**config.mk**
```make
export PLATFORM = sky130hd
export DESIGN_NAME = audio_clkgen
export DESIGN_NICKNAME = d
export VERILOG_FILES = /design/src/rtl/audio_clkgen.sv
export SDC_FILE = /design/constraint.sdc
export NUM_CORES = 1
export LEC_CHECK = 0
export BUFFER_PORTS_ARGS = -buffer_cell sky130_fd_sc_hd__buf_2
export CAP_MARGIN = 15
export CORE_ASPECT_RATIO = 2
export CORE_UTILIZATION = 60
export DETAILED_ROUTE_END_ITERATION = 10
export PLACE_DENSITY = 0.77
export SLEW_MARGIN = 40
export SYNTH_ARGS = -nofsm -noshare
export SYNTH_HDL_FRONTEND = slang
export SYNTH_SLANG_ARGS = --single-unit
```
**constraint.sdc**
```tcl
create_clock -name iclk -period 3.5 [get_ports iclk]
set_input_delay 0.175 -clock iclk [delete_from_list [all_inputs] [get_ports iclk]]
set_output_delay 0.175 -clock iclk [all_outputs]
set_load 0.02 [all_outputs]
```
**src/rtl/audio_clkgen.sv**
```systemverilog
// rtl/audio_clkgen.sv - audio MCLK/BCLK/LRCLK generator with glitch-free runtime MCLK divisor
module audio_clkgen #(
  parameter int CNT_W        = 16,
  parameter int DEFAULT_MDIV = 3,
  parameter int BDIV         = 2,
  parameter int LR_BITS      = 32
) (
  input  logic             iclk,
  input  logic             irst_n,
  input  logic             ien,
  input  logic             iload,
  input  logic [CNT_W-1:0] imdiv,
  output logic             omclk,
  output logic             obclk,
  output logic             olrclk,
  output logic             ostb_bfall,
  output logic             ostb_frame,
  output logic             obusy
);

  localparam int BW = (BDIV > 1) ? $clog2(BDIV) : 1;
  localparam int LW = (LR_BITS > 1) ? $clog2(LR_BITS) : 1;

  logic [CNT_W-1:0] mcnt;
  logic [CNT_W-1:0] mdiv;
  logic [CNT_W-1:0] pend;
  logic [BW-1:0]    bcnt;
  logic [LW-1:0]    lcnt;
  logic             mwrap;
  logic             mfall;
  logic             bwrap;
  logic             bfall;
  logic             lwrap;
  logic             lfall;
  logic             apply;
  logic [CNT_W-1:0] load_val;

  always_comb begin
    mwrap    = (mcnt == mdiv - CNT_W'(1));
    mfall    = mwrap & omclk;
    bwrap    = (bcnt == BW'(BDIV - 1));
    bfall    = mfall & bwrap & obclk;
    lwrap    = (lcnt == LW'(LR_BITS - 1));
    lfall    = bfall & lwrap & olrclk;
    // Swapping the divisor only at an MCLK fall keeps every high phase intact.
    apply    = obusy & (~ien | mfall);
    load_val = (imdiv == '0) ? CNT_W'(1) : imdiv;
  end

  always_ff @(posedge iclk or negedge irst_n) begin
    if (!irst_n) begin
      mdiv  <= CNT_W'(DEFAULT_MDIV);
      pend  <= '0;
      obusy <= 1'b0;
    end else begin
      if (apply) mdiv <= pend;
      if (iload) begin
        pend  <= load_val;
        obusy <= 1'b1;
      end else if (apply) begin
        obusy <= 1'b0;
      end
    end
  end

  always_ff @(posedge iclk or negedge irst_n) begin
    if (!irst_n) begin
      mcnt       <= '0;
      bcnt       <= '0;
      lcnt       <= '0;
      omclk      <= 1'b0;
      obclk      <= 1'b0;
      olrclk     <= 1'b0;
      ostb_bfall <= 1'b0;
      ostb_frame <= 1'b0;
    end else if (!ien) begin
      mcnt       <= '0;
      bcnt       <= '0;
      lcnt       <= '0;
      omclk      <= 1'b0;
      obclk      <= 1'b0;
      olrclk     <= 1'b0;
      ostb_bfall <= 1'b0;
      ostb_frame <= 1'b0;
    end else begin
      ostb_bfall <= bfall;
      ostb_frame <= lfall;
      if (mwrap) begin
        mcnt  <= '0;
        omclk <= ~omclk;
      end else begin
        mcnt <= mcnt + CNT_W'(1);
      end
      // BCLK and LRCLK only ever change on MCLK falling edges.
      if (mfall) begin
        if (bwrap) begin
          bcnt  <= '0;
          obclk <= ~obclk;
        end else begin
          bcnt <= bcnt + BW'(1);
        end
      end
      if (bfall) begin
        if (lwrap) begin
          lcnt   <= '0;
          olrclk <= ~olrclk;
        end else begin
          lcnt <= lcnt + LW'(1);
        end
      end
    end
  end

endmodule

```
# After elaboration in Yosys (flattened, before gate mapping)
# Cells that the tools add are included.
# Widths: inputs -> output; s select.
[op_classes] add_sub_neg=4 n_mul=0 div=0 magnitude_cmp=0 n_eq_ne=7 n_shift=0 muxes=21 bitwise=11 n_reduce_logical=4
[op_table] cell="$mux 16" n=3
[op_table] cell="$add 16x1->16 const B" n=1
[op_table] cell="$eq 16x16->1" n=1
[op_table] cell="$logic_not 16->1" n=1
[op_table] cell="$sub 16x1->16 const B" n=1
[op_table] cell="$mux 1" n=15
[op_table] cell="$mux 5" n=3
[op_table] cell="$ne 2x1->1 const B" n=5
[op_table] cell="$and 1x1->1" n=6
[op_table] cell="$add 5x1->5 const B" n=1
[op_table] cell="$eq 5x5->1 const B" n=1
[op_table] cell="$not 1->1" n=4
[op_table] cell="$reduce_and 2->1" n=2
[op_table] cell="$reduce_bool 2->1" n=1
[op_table] cell="$add 1x1->1 const B" n=1
[op_table] cell="$or 1x1->1" n=1
[totals] register_bits=60 latchBits=0 mem_bits_rw=0 rom_bits=0 in_bits=20 out_inout_bits=6 word_cells=58 memories=0

# Depth between registers and ports, before layout
[logic_depth] word_depth=8 ltp_mapped=11 depth_no_buf=9

# Least setup slack after synthesis
# Ideal clock, no wire load.
[synth_path] kind="reg-to-reg" start="register mdiv[0]" end="register olrclk" setup_ps=78 arrival_ps=3065 t_required_ps=3422 slack_ps=357 path_stages_with_launch=11 path_buffers=1 synth_period_minus_slack_ps=3143 path_cell_list="dfstp_2 > inv_1 > ha_1 > or4b_2 > nor4_1 > xnor2_1 > nand3_1 > or4_1 > buf_2 > or4_1 > a21oi_1"
[synth_between] elab_chain_cells=7
[synth_rtl] item="start: declaration" line_no="25" rtl="logic [CNT_W-1:0] mdiv;"
[synth_rtl] item="start signal: assignment" line_no="52" rtl="mdiv <= CNT_W'(DEFAULT_MDIV);"
[synth_rtl] item="start signal: assignment" line_no="56" rtl="if (apply) mdiv <= pend;"
[synth_rtl] item="$sub 16x1->16" line_no="39" rtl="mwrap = (mcnt == mdiv - CNT_W'(1));"
[synth_rtl] item="$eq 16x16->1" line_no="39"
[synth_rtl] item="$and 1x1->1" line_no="40" rtl="mfall = mwrap & omclk;"
[synth_rtl] item="$and 1x1->1 (2 in a row)" line_no="42" rtl="bfall = mfall & bwrap & obclk;"
[synth_rtl] item="$ne 2x1->1 (no line)"
[synth_rtl] item="$reduce_and 2->1 (no line)"
[synth_rtl] item="end signal: assignment" line_no="106" rtl="olrclk <= ~olrclk;"
[synth_rtl] item="end: declaration" line_no="15" rtl="output logic olrclk,"
# Every way passes these cells.
# A chain may end at the register's enable or synchronous reset.

# Worst setup path after layout
[layout_path] start="register mdiv[0]" end="register mdiv[4]"
[layout_between] elab_chain_cells=5
[layout_rtl] item="$sub 16x1->16" line_no="39"
[layout_rtl] item="$eq 16x16->1" line_no="39"
[layout_rtl] item="$and 1x1->1" line_no="40"
[layout_rtl] item="$or 1x1->1" line_no="46" rtl="apply = obusy & (~ien | mfall);"
[layout_rtl] item="$and 1x1->1" line_no="46"
# Every way passes these cells.

==> flow_summary.json <==
{
  "cts_tree": "built",
  "worst_setup_path_start_kind": "register",
  "status": "finished clean",
  "yosys_warnings": 0,
  "p_int_w": 0.001152,
  "irDropWorstVdd_mv": 0.4530,
  "dp.final_hpwl_um": 5042,
  "core_sq_um": 5139,
  "overflow": 0,
  "clock-sinks": 60,
  "cp-end-kind": "register",
  "instances_no_fill": 389,
  "grt_max_degree": 32,
  "fmaxAchievable_mhz": 304.0,
  "routed_wl_um": 6767,
  "dpl.cell_count": 372,
  "htree_levels": 3,
  "mostFrequentLayoutCells": "dfrtp_1 (58), mux2_2 (31), nor2_1 (30)",
  "track_usage_pct": 28.58,
  "synth_area_leader_cell": "dfrtp_1",
  "drt_pass1_iterations": 5,
  "rr_startpoint": "mdiv[0]$_DFFE_PN1P_",
  "hold_class": "input pin to register",
  "drt_iter0_markers": 71,
  "crit_fanout": 16,
  "setup_viol": 0,
  "p_total_w": 0.001667,
  "ys_seq_area_share_pct": 46.99,
  "drv_cap": 0,
  "synth-seq-cells": 60,
  "clock_skew_ns": 0.007469,
  "setup_tns_ns": 0,
  "final-seq-area_sq_um": 1504,
  "powerDensity_nw_per_um2": 468.3,
  "dieHeight_um": 105.3,
  "min-delay-start": "imdiv[7]",
  "hold_violations": 0,
  "n_fill_cell": 386,
  "clockRootBuffer": "clkbuf_8",
  "worstPathRequired_ns": 3.75,
  "wl_per_cell_um": 17.40,
  "cts_buffer_depth": 2,
  "dieArea_sq_um": 5648,
  "fin_hold_ws_ns": 0.06007,
  "synth_top_area_share_pct": 45.35,
  "p_switching_w": 0.0005156,
  "synth_edf_count": 0,
  "grt_pass1_vias": 2398,
  "syn_inst": 297,
  "initial_core_util_pct": 62.28,
  "clockPowerShare_pct": 33.7,
  "grt_antenna_before_repair": 0,
  "cts_buffers": 9,
  "ys.flop_type": "dfrtp_1",
  "arrival_ns": 3.54,
  "min_period_ns": 3.289,
  "path_class": "register to register",
  "seq_power_share_pct": 50.6,
  "cts.clk_slew.worst_paths_ns": 0.07,
  "rsz0062_at_grt": "false",
  "period_share_pct": 93.97,
  "syn_avg_cell_area_sq_um": 10.78,
  "clock_latency_ns": 0.36,
  "syn_nets": 321,
  "vias_per_cell": 6.023,
  "startpoint": "mdiv[0]$_DFFE_PN1P_",
  "swShare_pct": 30.92,
  "netlist_top_cells_area": "dfrtp_1 (45%), mux2_2 (11%), xnor2_1 (5.2%), xor2_1 (4.1%), nor2_1 (3.5%)",
  "diodes": 0,
  "area_growth_pct": 11.26,
  "drc": 0,
  "pin_count": 26,
  "drv_slew": 0,
  "postRouteAntennaNets": 0,
  "place_congestion": 0.8989,
  "final_common_cell": "dfrtp_1",
  "worst_pin_slew_ns": 0.6958,
  "drive_gt1_share_pct": 27.79,
  "synthDistinctLibCells": 54,
  "leakagePower_nw": 1.513,
  "relSlewSlack_pct": 53.61,
  "syn_area_sq_um": 3201,
  "final_nets": 350,
  "cts.repair.resized": 0,
  "io_buffer_count": 25,
  "multi_input_area_sq_um": 1598,
  "row_count": 37,
  "synth-async-reset-ratio_pct": 100.0,
  "vias": 2343,
  "grt_pass1_wl_um": 11140,
  "pwr-share-comb_pct": 15.7,
  "die_w_um": 53.65
}
-- synth_stat cells, types with 2 or more instances --
cell type   n
mux2_2     31
nand3b_1    2
nand2b_1    2
nand3_1    10
clkbuf_1    7
o21a_1      3
dfstp_2     2
o31ai_1     2
a21boi_0    3
inv_1       8
or4_4       2
xnor2_1    19
nand2_1    16
or4_1       3
a21oi_1     6
buf_2       3
nor2_1     30
nor4_1     11
o211ai_1    4
o21ai_0     4
a31oi_1     2
or3_1       4
nor2b_1     3
dfrtp_1    58
xor2_1     15
nor3_1      8
a221oi_1    2
nand4_1     3
and3_1      6
ha_1        4
-- power groups by stage --
| stage | registers (W) | clock network [W] | logic (W) |
|---|---|---|---|
| 2_1_floorplan | 0.000812 | 0 | 0.000225 |
| 3_3_place_gp | 0.000852 | 0 | 0.000254 |
| 3_5_place_dp | 0.000855 | 0 | 0.000262 |
| 4_1_cts | 0.000842 | 0.000570 | 0.000265 |
| 5_1_grt | 0.000854 | 0.000598 | 0.000287 |
| 6_report | 0.000843 | 0.000562 | 0.000262 |
-- metrics by stage --
stage	instance area [sq um]	worst slack (ns)	util, %
6_report	3561	0.2110	69.30
5_1_grt	3561	0.07660	69.30
4_1_cts	3561	0.2233	69.30
3_5_place_dp	3374	0.2584	65.67
3_3_place_gp	3374	0.3498	65.67
2_1_floorplan	3201	0.3570	-
-- cells by family (layout without fill, tap and decap cells) --
kind of cell | Yosys count | in the layout | share of synthesized area (%)
adder cells (fa/ha/maj) | 4 | 4 | 1.564
XOR/XNOR | 34 | 34 | 9.304
AND/OR/NAND/NOR | 112 | 112 | 19.70
buffers and inverters | 22 | 56 | 3.088
flip-flops | 60 | 60 | 46.99
multiplexers | 31 | 31 | 10.91
AO/OA/AOI/OAI | 34 | 34 | 8.444
-- state kept, by name (all words and copies together), names as in the netlist --
name and count:
olrclk 1, lcnt 5, ostb_frame 1, obclk 1, pend 16, mcnt 16, omclk 1, mdiv 16
bcnt 1, ostb_bfall 1, obusy 1
-- area by class of cell --
class	count	area share, %
multi-input combinational	215	44.87
sequential	60	42.23
timing repair buffer	32	5.060
clock buffer	9	3.479
tap	58	2.038
clock inverter	7	1.476
inverter	8	0.8433
-- worst paths after layout --
kind / end / slack [ns] / cells after the start
min reg2reg: mdiv[8]$_DFFE_PN0P_ / 0.51 / 1
min: pend[7]$_DFFE_PN0P_ / 0.06 / 2
max: mdiv[4]$_DFFE_PN0P_ / 0.21 / 10
min in group asynchronous: mcnt[13]$_DFF_PN0_ / 0.40 / 2
max reg2reg: mdiv[4]$_DFFE_PN0P_ / 0.21 / 10
max in group asynchronous: mdiv[1]$_DFFE_PN1P_ / 2.23 / 3
-- routing by layer --
layer  GRT usage (%)  share of wire, %  up-vias
li1                -                 -     1120
met1           30.41                38     1137
met2           46.43                54       60
met3           5.916               3.4       26
met4           21.80               5.1        0
met5               0                 0        -
-- critical path, stage by stage, from the launching register on --
cell and delay [ns]:
dfstp_2 0.40, inv_1 0.06, ha_1 0.22, or4b_2 0.66, o31ai_1 0.33, a21oi_1 0.15
o32ai_2 0.38, nor4_4 0.12, a31oi_4 0.19, buf_4 0.27, mux2_2 0.37
-- timing repair --
item	CTS	global route
endpoints found under the hold margin	30	0
hold buffers	1	0
setup buffers	0	0
Power figures use the tool's default switching activity.
